--- src/rtl/plc_io_pkg.sv ---
// Shared constants for the PLC digital-input path (digital_io array and input filter).
`timescale 1ns/1ps
package plc_io_pkg;

  localparam int PLC_IO_CHANNELS      = 8;
  localparam int PLC_DEBOUNCE_DEFAULT = 4;

endpackage

--- src/rtl/debounce_channel.sv ---
// One input channel: 2-flop resynchroniser, strobe-qualified debounce counter and level register.
`timescale 1ns/1ps
module debounce_channel #(
  parameter int DEBOUNCE = 4,
  parameter int CNT_W    = $clog2(DEBOUNCE + 1)
) (
  input  logic clk,
  input  logic rst_n,
  input  logic sample_en,
  input  logic raw,
  output logic level,
  output logic chg
);

  localparam logic [CNT_W-1:0] CNT_LAST = CNT_W'(DEBOUNCE - 1);

  logic             sync_meta;
  logic             s;
  logic [CNT_W-1:0] cnt;

  always_ff @(posedge clk or negedge rst_n) begin
    if (!rst_n) begin
      sync_meta <= 1'b0;
      s         <= 1'b0;
    end else begin
      sync_meta <= raw;
      s         <= sync_meta;
    end
  end

  // chg marks the strobe on which level will flip, so the top can latch events on the same edge.
  assign chg = sample_en && (s != level) && (cnt == CNT_LAST);

  always_ff @(posedge clk or negedge rst_n) begin
    if (!rst_n) begin
      cnt   <= '0;
      level <= 1'b0;
    end else if (sample_en) begin
      if (s == level) begin
        cnt <= '0;
      end else if (cnt == CNT_LAST) begin
        level <= s;
        cnt   <= '0;
      end else begin
        cnt <= cnt + CNT_W'(1);
      end
    end
  end

endmodule

--- src/rtl/digital_input_filter.sv ---
// Debounced PLC digital inputs with sticky rise/fall pending flags and a shared interrupt.
`timescale 1ns/1ps
module digital_input_filter
  import plc_io_pkg::*;
#(
  parameter int CHANNELS = PLC_IO_CHANNELS,
  parameter int DEBOUNCE = PLC_DEBOUNCE_DEFAULT
) (
  input  logic                clk,
  input  logic                rst_n,
  input  logic                sample_en,
  input  logic [CHANNELS-1:0] raw_in,
  input  logic [CHANNELS-1:0] rise_mask,
  input  logic [CHANNELS-1:0] fall_mask,
  input  logic [CHANNELS-1:0] clear,
  output logic [CHANNELS-1:0] level,
  output logic [CHANNELS-1:0] rise_pend,
  output logic [CHANNELS-1:0] fall_pend,
  output logic                irq
);

  localparam int CNT_W = $clog2(DEBOUNCE + 1);

  logic [CHANNELS-1:0] chg;
  logic [CHANNELS-1:0] set_rise;
  logic [CHANNELS-1:0] set_fall;

  for (genvar i = 0; i < CHANNELS; i++) begin : g_ch
    debounce_channel #(
      .DEBOUNCE (DEBOUNCE),
      .CNT_W    (CNT_W)
    ) u_ch (
      .clk       (clk),
      .rst_n     (rst_n),
      .sample_en (sample_en),
      .raw       (raw_in[i]),
      .level     (level[i]),
      .chg       (chg[i])
    );
  end

  // level still holds the old value while chg is high, so old 0 means a rising event.
  assign set_rise = chg & ~level & rise_mask;
  assign set_fall = chg &  level & fall_mask;

  // Set has priority over clear per flag so a colliding event is never lost.
  always_ff @(posedge clk or negedge rst_n) begin
    if (!rst_n) begin
      rise_pend <= '0;
      fall_pend <= '0;
    end else begin
      rise_pend <= set_rise | (rise_pend & ~clear);
      fall_pend <= set_fall | (fall_pend & ~clear);
    end
  end

  assign irq = |(rise_pend | fall_pend);

endmodule
--- config.mk ---
export PLATFORM = sky130hd
export DESIGN_NAME = digital_input_filter
export DESIGN_NICKNAME = d
export VERILOG_FILES = /design/src/rtl/plc_io_pkg.sv /design/src/rtl/debounce_channel.sv /design/src/rtl/digital_input_filter.sv
export SDC_FILE = /design/constraint.sdc
export NUM_CORES = 1
export LEC_CHECK = 0
export CORE_MARGIN = 10
export CORE_UTILIZATION = 54
export DETAILED_ROUTE_END_ITERATION = 16
export GPL_ROUTABILITY_DRIVEN = 0
export PLACE_DENSITY_LB_ADDON = 0.3
export SLEW_MARGIN = 10
export SYNTH_ARGS = -nofsm -noshare
export SYNTH_HDL_FRONTEND = slang
export SYNTH_SLANG_ARGS = --single-unit
--- constraint.sdc ---
create_clock -name clk -period 2.05 [get_ports clk]
set_clock_uncertainty 0.2 [all_clocks]
set_input_delay 0.3075 -clock clk [delete_from_list [all_inputs] [get_ports clk]]
set_output_delay 0.3075 -clock clk [all_outputs]
set_load 0.02 [all_outputs]
==> flow_summary_export.csv <==
group,metric,value,unit
setup_path,max_stage_delay,0.59,ns
pwr,netSwitchingFraction,32.2,%
die,start_util,56.9,%
synth,syn-num-nets,285,
min_path,hp-class,"flop to flop",
synth,yosys_warnings,0,
setup_path,crit_slowest_cell,"clkdlybuf4s50_1",
cts,cts_setup_buffers,0,
die,die_x,91.4,um
synth,synth_area_leaders,"dfrtp_1 (58%), o32ai_1 (5.7%), nand2b_1 (5.4%), inv_1 (4.4%), ha_1 (3.6%)",
grt,grt_max_degree,65,
cts,max-clock-path-buffers,2,
die,core.rowCount,25,
cells_and_area,areaGrowthSynthToFinish,31.4,%
outcome,status,"finished clean",
routing,drt_iter0_drc,149,
synth,synth_seq_cells,64,
routing,drc,0,
routing,ant_nets,0,
synth,synth_top_cell_by_area,"dfrtp_1",
routing,routed_via_density,5.26,
placed_design,dp_hpwl,4.24,mm
cts,cts_root_buf,"clkbuf_8",
cells_and_area,diodes,0,
placed_design,placed_area,3410,sq um
pwr,peakVddDrop,595,uV
synth,postSynthCellCount,242,
synth,syn_area_per_cell,11.4,sq um
sta,rsz0062_at_grt,"no",
grt,grt_overflow,0,
pwr,switchingPower,1340,uW
setup_path,start_kind,"flop",
die,die_h,91.4,um
routing,avgRoutedWirePerCell,15.6,um
setup_path,critical_path_class,"flop to output port",
setup_path,end_kind,"output port",
cells_and_area,fin_nets,349,
cts,htreeDepth,3,
cells_and_area,final_cell_area,3620,sq um
synth,seq_area_frac_synth,58.1,%
sta,hold_viol_final,0,
die,die-area,8360,sq um
placed_design,place_inst,361,
cts,cts_buffers,9,
grt,antenna_found_initial,0,
pwr,p_leak,0.00154,uW
sta,tightest_slew,0.351,ns
cts,worstSkewPairLatency,0.34,ns
sta,timing.hold.ws,0.148,ns
cts,cts_tree,"done",
setup_path,cp_max_fo,2,
pwr,p_int,2820,uW
pwr,pwr-share-comb,29.5,%
sta,min_period,1.96,ns
synth,synth_top_area_share,58.1,%
cells_and_area,layout-drive-gt1-share,10.3,%
setup_path,critPathRequiredTime,1.54,ns
cts,path_clk_slew,0.06,ns
sta,setup-tns-final,0,ns
routing,wl,5.89,mm
pwr,power.density,1150,nW/um^2
grt,grt_pass1_vias,2031,
pwr,pwr-share-seq,45.4,%
synth,syn-cell-area,2760,sq um
pwr,p_clk_share,25.1,%
job,max_cap_viol_count,0,
sta,setup_violations,0,
die,io_pins,60,
sta,slew_headroom,76.5,%
sta,drv_slew,0,
grt,grt_pass1_wl,9.54,mm
placed_design,io_buffers,59,
sta,period_share,95.4,%
synth,synthDistinctLibCells,16,
cts,numClockSinks,64,
grt,grt_usage,14.2,%
sta,max_freq,0.511,GHz
cells_and_area,stdcell_count,377,
setup_path,crit_chain,"buf_4, clkdlybuf4s50_1",
routing,vias,1983,
die,core_area,4850,sq um
routing,drt_pass1_iterations,4,
setup_path,arrival,1.45,ns
## kinds of logic after synthesis
logic type	count (synthesis)	synth area share, %
AND/OR/NAND/NOR	69	13.8
flip-flops	64	58.1
buffers and inverters	45	7.54
AO/OA/AOI/OAI	40	11.1
XOR/XNOR	8	2.54
multiplexers	8	3.27
adder cells (fa/ha/maj)	8	3.63
## timing repair
item                                    CTS  global route
hold buffers                              1             0
resized for setup                         5             1
endpoints found under the setup margin    1             1
hold endpoints to repair                 64             0
## registers in the layout, indices dropped and copies added, names as in the netlist
register / count
g_ch.u_ch.cnt: 24
g_ch.u_ch.s: 8
rise_pend: 8
g_ch.u_ch.sync_meta: 8
g_ch.u_ch.level: 8
fall_pend: 8
## worst paths after layout
path / slack, ns / start / depth (start not counted) / end
worst max-delay path: 0.09 / fall_pend[5] / 2 / fall_pend[5]
worst min-delay path: 0.15 / g_ch[4].u_ch.sync_meta / 0 / g_ch[4].u_ch.s
worst max register to register: 0.58 / g_ch[1].u_ch.cnt[0] / 3 / g_ch[1].u_ch.level
worst min register to register: 0.15 / g_ch[4].u_ch.sync_meta / 0 / g_ch[4].u_ch.s
max in group asynchronous: 1.08 / rst_n / 3 / g_ch[3].u_ch.s
min in group asynchronous: 0.30 / rst_n / 3 / g_ch[5].u_ch.level
## per-stage QoR
| step | power [uW] | util (%) | setup WS [ns] |
|---|---|---|---|
| floorplan | 2750 | - | 0.554 |
| global placement | 3060 | 70.3 | 0.0158 |
| detailed placement | 3140 | 70.3 | 0.0250 |
| CTS | 4190 | 74.8 | 0.0140 |
| global route | 4410 | 74.7 | 0.0415 |
| finish | 4160 | 74.7 | 0.0944 |
## synthesized netlist by cell type
cell,count
inv_1,32
o32ai_1,18
nor4_1,4
xnor2_1,8
ha_1,8
buf_4,9
nand2b_1,24
nor2b_1,8
o22ai_1,14
nand4_1,1
nand3b_1,8
mux2_2,8
o31ai_1,8
buf_2,4
dfrtp_1,64
nand2_1,24
## critical path: cells and delay by family (launching register included)
kind / cells / cell delay, ns
buf+inv: 2 / 0.72
flops: 1 / 0.39
## layout by cell type, fill, tap and decap left out, types with 2 or more instances in the layout
cell type | Yosys | layout
dfrtp_1 | 64 | 64
clkdlybuf4s50_1 | 0 | 57
inv_1 | 32 | 32
nand2_1 | 24 | 24
nand2b_1 | 24 | 24
o32ai_1 | 18 | 18
o22ai_1 | 14 | 14
clkbuf_8 | 0 | 10
nand3b_1 | 8 | 8
nor2b_1 | 8 | 8
xnor2_1 | 8 | 8
mux2_2 | 8 | 8
o31ai_1 | 8 | 8
ha_1 | 8 | 8
buf_4 | 9 | 4
clkinv_2 | 0 | 3
nor4_1 | 4 | 2
buf_12 | 0 | 2
## power by group through the flow
stage          sequential (uW)  combinational, uW  clock, uW
4_1_cts                   1890               1250       1060
2_1_floorplan             1850                902          0
5_1_grt                   1940               1360       1120
3_3_place_gp              1880               1180          0
6_report                  1890               1230       1040
3_5_place_dp              1910               1240          0
## layout make-up
class / instances / area, sq um
flip-flops and latches: 64 / 1600
multi-input cells: 133 / 968
repair buffers: 66 / 661
inverters: 32 / 120
fillers: 333 / 1230
clock inverters: 4 / 45.0
well taps: 67 / 83.8
clock buffers: 11 / 141
## per-layer routing
metal	wire, um	global-route usage [%]	up-vias
met5	0	0	-
met2	3060	24.3	53
met4	142	7.70	0
met1	2420	15.9	963
met3	272	3.21	14
li1	-	-	953
(Power assumes the default switching activity.)
==> patch 1, RTL diff (same settings) <==
Add an input register stage for `sample_en`, `raw_in`, `rise_mask`, `fall_mask` and `clear`, cleared by the reset; this delays them by one clock.
--- a/src/rtl/digital_input_filter.sv
+++ b/src/rtl/digital_input_filter.sv
@@ -21,6 +21,28 @@
 
   localparam int CNT_W = $clog2(DEBOUNCE + 1);
 
+  logic sample_en_q;
+  logic [CHANNELS-1:0] raw_q;
+  logic [CHANNELS-1:0] rise_mask_q;
+  logic [CHANNELS-1:0] fall_mask_q;
+  logic [CHANNELS-1:0] clear_q;
+
+  always_ff @(posedge clk or negedge rst_n) begin
+    if (!rst_n) begin
+      sample_en_q <= '0;
+      raw_q       <= '0;
+      rise_mask_q <= '0;
+      fall_mask_q <= '0;
+      clear_q     <= '0;
+    end else begin
+      sample_en_q <= sample_en;
+      raw_q       <= raw_in;
+      rise_mask_q <= rise_mask;
+      fall_mask_q <= fall_mask;
+      clear_q     <= clear;
+    end
+  end
+
   logic [CHANNELS-1:0] chg;
   logic [CHANNELS-1:0] set_rise;
   logic [CHANNELS-1:0] set_fall;
@@ -32,16 +54,16 @@
     ) u_ch (
       .clk       (clk),
       .rst_n     (rst_n),
-      .sample_en (sample_en),
-      .raw       (raw_in[i]),
+      .sample_en (sample_en_q),
+      .raw       (raw_q[i]),
       .level     (level[i]),
       .chg       (chg[i])
     );
   end
 
   // level still holds the old value while chg is high, so old 0 means a rising event.
-  assign set_rise = chg & ~level & rise_mask;
-  assign set_fall = chg &  level & fall_mask;
+  assign set_rise = chg & ~level & rise_mask_q;
+  assign set_fall = chg &  level & fall_mask_q;
 
   // Set has priority over clear per flag so a colliding event is never lost.
   always_ff @(posedge clk or negedge rst_n) begin
@@ -49,8 +71,8 @@
       rise_pend <= '0;
       fall_pend <= '0;
     end else begin
-      rise_pend <= set_rise | (rise_pend & ~clear);
-      fall_pend <= set_fall | (fall_pend & ~clear);
+      rise_pend <= set_rise | (rise_pend & ~clear_q);
+      fall_pend <= set_fall | (fall_pend & ~clear_q);
     end
   end
 
Behaviour: not the same (a bounded check fails within 10 cycles, from zero or initial values and one cycle with rst_n low).
==> patch 1 against the original RTL <==
Fmax decreased by 0.30%. Largest cell class unchanged. Synthesized cell count rose by 14%. Critical path type unchanged. Synthesized area increased by 30%. Sequential power rose by 27%. Worst hold slack improved by 0.0065 ns. Sequential cell count grew 33. Routed wire length up 15%. Cell area grew 26%. Cell count is 13% higher. Total power rose by 16%. Setup slack worse by 0.0059 ns.
==> patch 1: results (changes against the original RTL) <==
{| class="wikitable"
! Metric !! Value
|-
| Share of synthesized area occupied by flip-flops and latches || 67.8% (was 58.1%)
|-
| Met1 usage || 16.6% (was 15.9%)
|-
| DP Worst Slack || 0.00714 ns (was 0.0250 ns)
|-
| Routed met1 length || 2.90 mm (was 2.42 mm)
|-
| R2r endpoint || rise_pend[6] (was g_ch[1].u_ch.level)
|-
| Met3 demand-to-capacity share in global routing || 4.08% (was 3.21%)
|-
| Fin cells || 426 (was 377)
|-
| DRT iter0 DRCs || 61 (was 149)
|-
| Minimum setup slack among reg-to-reg paths || 0.56 ns (was 0.58 ns)
|-
| Amount of wire on met2 after detailed routing || 3.46 mm (was 3.06 mm)
|-
| Fmax || 510 MHz (was 511 MHz)
|-
| Combinational power share || 22.1% (was 29.5%)
|-
| WL per Instance || 15.9 um (was 15.6 um)
|-
| Critical path endpoint || rise_pend[1] (was fall_pend[5])
|-
| Pin count of the biggest net entering global routing || 36 (was 65)
|-
| Number of placed instances with taps included || 409 (was 361)
|-
| Clock network fraction of total power || 28.1% (was 25.1%)
|-
| Worst Tran Pin Value || 0.404 ns (was 0.351 ns)
|-
| Avg Cell Area, Syn || 13.0 um2 (was 11.4 um2)
|-
| Switching power share of the total || 28.5% (was 32.2%)
|-
| Biggest area contributors in the synthesized netlist || sky130_fd_sc_hd__dfrtp_1 (68%), sky130_fd_sc_hd__o32ai_1 (4.4%), sky130_fd_sc_hd__nand2b_1 (4.2%) (was sky130_fd_sc_hd__dfrtp_1 (58%), sky130_fd_sc_hd__o32ai_1 (5.7%), sky130_fd_sc_hd__nand2b_1 (5.4%))
|-
| Wire length of the first global-routing pass || 11.1 mm (was 9.54 mm)
|-
| Vias after detailed routing || 2206 (was 1983)
|-
| Reg-to-reg startpoint || sample_en_q (was g_ch[1].u_ch.cnt[0])
|-
| DP Area || 0.00429 mm2 (was 0.00341 mm2)
|-
| Most instantiated cells after synthesis || sky130_fd_sc_hd__dfrtp_1 (97), sky130_fd_sc_hd__inv_1 (32), sky130_fd_sc_hd__nand2_1 (24), sky130_fd_sc_hd__nand2b_1 (24), sky130_fd_sc_hd__o32ai_1 (18) (was sky130_fd_sc_hd__dfrtp_1 (64), sky130_fd_sc_hd__inv_1 (32), sky130_fd_sc_hd__nand2_1 (24), sky130_fd_sc_hd__nand2b_1 (24), sky130_fd_sc_hd__o32ai_1 (18))
|-
| Maximum resistive drop on vdd || 0.593 mV (was 0.595 mV)
|-
| Uppermost layer routed || met4 (unchanged)
|-
| Crit path from || rise_pend[1] (was fall_pend[5])
|-
| Total nets after synthesis || 318 (was 285)
|-
| Via count of the first global-routing pass || 2352 (was 2031)
|-
| Number of instances resized during post-cts repair || 6 (was 5)
|-
| Net count, final || 387 (was 349)
|-
| Outcome || complete, no violations (unchanged)
|-
| Overall routing resource usage || 13.7% (was 14.2%)
|-
| Routed length on met3 || 282 um (was 272 um)
|-
| Static leakage power || 0.00197 uW (was 0.00154 uW)
|-
| Number of fill cells in the layout || 434 (was 333)
|-
| Power per unit of standard cell area || 1060 mW/mm2 (was 1150 mW/mm2)
|}
==> patch 1: cell count changes in the layout (fill, tap and decap cells not counted), sizes merged <==
| cell | change |
|---|---|
| dfrtp | +33 |
| buf | +6 |
| clkinvlp | +3 |
| clkbuf | -2 |
| clkinv | -2 |
| bufinv | +1 |
| clkdlybuf4s50 | -1 |
| dlymetal6s2s | +1 |
==> patch 1: cells by family (layout without fill, tap and decap cells) <==
| logic type | after synthesis | count (layout) | synth area share [%] |
|---|---|---|---|
| flip-flops | 97 | 97 | 67.8 |
| AND/OR/NAND/NOR | 69 | 69 | 10.7 |
| buffers and inverters | 45 | 119 | 5.80 |
| AO/OA/AOI/OAI | 40 | 40 | 8.52 |
| adder cells (fa/ha/maj) | 8 | 8 | 2.79 |
| XOR/XNOR | 8 | 8 | 1.96 |
| multiplexers | 8 | 8 | 2.51 |
==> patch 1: worst min path at each step <==
| stage | from | end | slack (ns) | cells after the start |
|---|---|---|---|---|
| finish | raw_q[7] | g_ch[7].u_ch.sync_meta | 0.15 | 0 |
| global placement | rst_n | clear_q[3] | 0.07 | 1 |
| detailed placement | rst_n | clear_q[3] | 0.07 | 1 |
| CTS | g_ch[4].u_ch.sync_meta | g_ch[4].u_ch.s | 0.16 | 0 |
| floorplan | rst_n | clear_q[0] | -0.19 | 0 |
| global route | raw_q[7] | g_ch[7].u_ch.sync_meta | 0.16 | 0 |
==> patch 1: layout make-up <==
type	count	area, um2	share of cell area (%)
inverter	32	120	2.64
sequential	97	2430	53.4
tap	77	96.3	2.12
clock buffer	10	138	3.03
clock inverter	6	91.3	2.01
multi-input combinational	133	968	21.3
timing repair buffer	71	703	15.5
==> patch 2, RTL diff (same flow settings) <==
Without the edit above. The package constant `PLC_DEBOUNCE_DEFAULT` goes from 4 to 16.
--- a/src/rtl/plc_io_pkg.sv
+++ b/src/rtl/plc_io_pkg.sv
@@ -3,7 +3,7 @@
 package plc_io_pkg;
 
   localparam int PLC_IO_CHANNELS      = 8;
-  localparam int PLC_DEBOUNCE_DEFAULT = 4;
+  localparam int PLC_DEBOUNCE_DEFAULT = 16;
 
 endpackage
 
Function: changed (Yosys sat finds a counterexample within 10 cycles, from zero or initial values and one cycle with rst_n low).
==> patch 2 against the original RTL <==
Setup slack got worse by 0.033 ns. Via count increased by 22%. Synthesized area is 26% higher. Cell count up 20%. Non-clock buffer count grew 2. Largest cell class unchanged. Highest routed layer unchanged. Total power shrank 20%. Sequential cell count increased by 16. Cell area rose by 20%. Routed wire length is 24% higher.
==> patch 2: results (changes against the original RTL) <==
{| class="wikitable"
! Metric !! Value
|-
| Overall power consumption || 3310 uW (was 4160 uW)
|-
| Net count, final || 414 (was 349)
|-
| DRT iter0 DRCs || 92 (was 149)
|-
| Detailed placer's ending HPWL || 5.31 mm (was 4.24 mm)
|-
| Maximum fanout along the worst path || 5 (was 2)
|-
| Number of flip-flops in the largest register || 40 (was 24)
|-
| Biggest area contributors in the synthesized netlist || sky130_fd_sc_hd__dfrtp_1 (58%), sky130_fd_sc_hd__inv_1 (5.2%), sky130_fd_sc_hd__o22ai_1 (4.1%) (was sky130_fd_sc_hd__dfrtp_1 (58%), sky130_fd_sc_hd__o32ai_1 (5.7%), sky130_fd_sc_hd__nand2b_1 (5.4%))
|-
| Pre-Repair DR Iteration Count || 4 (unchanged)
|-
| Share of final-layout standard cells stronger than drive strength 1 || 8.78% (was 10.3%)
|-
| Combinational logic power || 370 uW (was 1230 uW)
|-
| Critical Path Max Stage Delay || 0.67 ns (was 0.59 ns)
|-
| Clock network fraction of total power || 33.5% (was 25.1%)
|-
| Total net switching power || 854 uW (was 1340 uW)
|-
| Static leakage power || 0.00191 uW (was 0.00154 uW)
|-
| Via count of the first global-routing pass || 2414 (was 2031)
|-
| Pin count of the biggest net entering global routing || 50 (was 65)
|-
| Overall routing resource usage || 14.5% (was 14.2%)
|-
| Total of buffers placed on input and output ports || 59 (unchanged)
|-
| Clock transition at the registers of the reported paths || 0.09 ns (was 0.06 ns)
|-
| Endpoint arrival time on the critical path || 1.48 ns (was 1.45 ns)
|-
| DP Area || 0.00414 mm2 (was 0.00341 mm2)
|-
| Outcome || complete, no violations (unchanged)
|-
| Detailed-route wire length || 7.30 mm (was 5.89 mm)
|-
| Worst Tran Pin Value || 0.455 ns (was 0.351 ns)
|-
| Number of distinct library cell variants in the gate-level netlist after synthesis || 24 (was 16)
|-
| Vias after detailed routing || 2424 (was 1983)
|-
| Most instantiated cells after synthesis || sky130_fd_sc_hd__dfrtp_1 (80), sky130_fd_sc_hd__inv_1 (48), sky130_fd_sc_hd__nand3_1 (24) (was sky130_fd_sc_hd__dfrtp_1 (64), sky130_fd_sc_hd__inv_1 (32), sky130_fd_sc_hd__nand2_1 (24), sky130_fd_sc_hd__nand2b_1 (24), sky130_fd_sc_hd__o32ai_1 (18))
|}
## patch 2: cell types whose count changed after synthesis, moves of 9 or more
cell                       before  now
sky130_fd_sc_hd__nand2b_1      24    0
sky130_fd_sc_hd__inv_1         32   48
sky130_fd_sc_hd__a31oi_1        0   14
sky130_fd_sc_hd__nand3_1        0   24
sky130_fd_sc_hd__o32ai_1       18    8
sky130_fd_sc_hd__mux2i_1        0    9
sky130_fd_sc_hd__o22ai_1       14   23
sky130_fd_sc_hd__a21boi_0       0    9
sky130_fd_sc_hd__dfrtp_1       64   80
## patch 2: metal layers
| layer | global-route usage [%] | wire (um) | vias up |
|---|---|---|---|
| li1 | - | - | 1195 |
| met1 | 17.2 | 3210 | 1168 |
| met2 | 23.2 | 3510 | 49 |
| met3 | 5.56 | 400 | 12 |
| met4 | 5.87 | 180 | 0 |
| met5 | 0 | 0 | - |
## patch 2: timing repair
| item | 4_1_cts | 5_1_grt |
|---|---|---|
| pin swaps | 1 | 1 |
| hold endpoints to repair | 31 | 0 |
| endpoints found under the setup margin | 1 | 1 |
| gates resized for setup | 4 | 4 |
| hold buffers | 1 | 0 |
## patch 2: path summary, 6_finish.rpt
path                                   startpoint                  end  slack (ns)  cells after the start
setup reg to reg               g_ch[2].u_ch.level         rise_pend[2]        0.33                      3
hold reg to reg            g_ch[1].u_ch.sync_meta       g_ch[1].u_ch.s        0.14                      0
max in group asynchronous                   rst_n  g_ch[4].u_ch.cnt[1]        0.81                      3
setup / recovery               g_ch[7].u_ch.level             level[7]        0.06                      1
min in group asynchronous                   rst_n  g_ch[3].u_ch.cnt[0]        0.25                      2
hold / removal             g_ch[1].u_ch.sync_meta       g_ch[1].u_ch.s        0.14                      0
## patch 2: per-stage QoR
step	instances	setup WS (ns)	hold slack, ns	util, %
floorplan	308	0.554	-0.188	-
finish	453	0.0611	0.141	69.0
detailed placement	436	0.0386	0.0787	65.6
global route	453	0.0196	0.155	69.0
CTS	453	0.00933	0.147	68.8
global placement	436	0.0454	0.0715	65.6
## patch 2: cell families (layout without fill, tap and decap cells)
kind of cell | after synthesis | count (layout) | share of synthesized area, %
adder cells (fa/ha/maj) | 8 | 8 | 2.88
AND/OR/NAND/NOR | 66 | 66 | 11.5
AO/OA/AOI/OAI | 57 | 57 | 11.2
multiplexers | 9 | 9 | 2.59
buffers and inverters | 64 | 132 | 7.84
flip-flops | 80 | 80 | 57.5
XOR/XNOR | 24 | 24 | 6.47
## patch 2: cell type report
| cell class | count | area [um2] |
|---|---|---|
| flip-flops and latches | 80 | 2000 |
| fillers | 453 | 1950 |
| multi-input cells | 164 | 1230 |
| repair buffers | 68 | 661 |
| inverters | 48 | 180 |
| clock buffers | 11 | 131 |
| well taps | 77 | 96.3 |
| clock inverters | 5 | 57.6 |
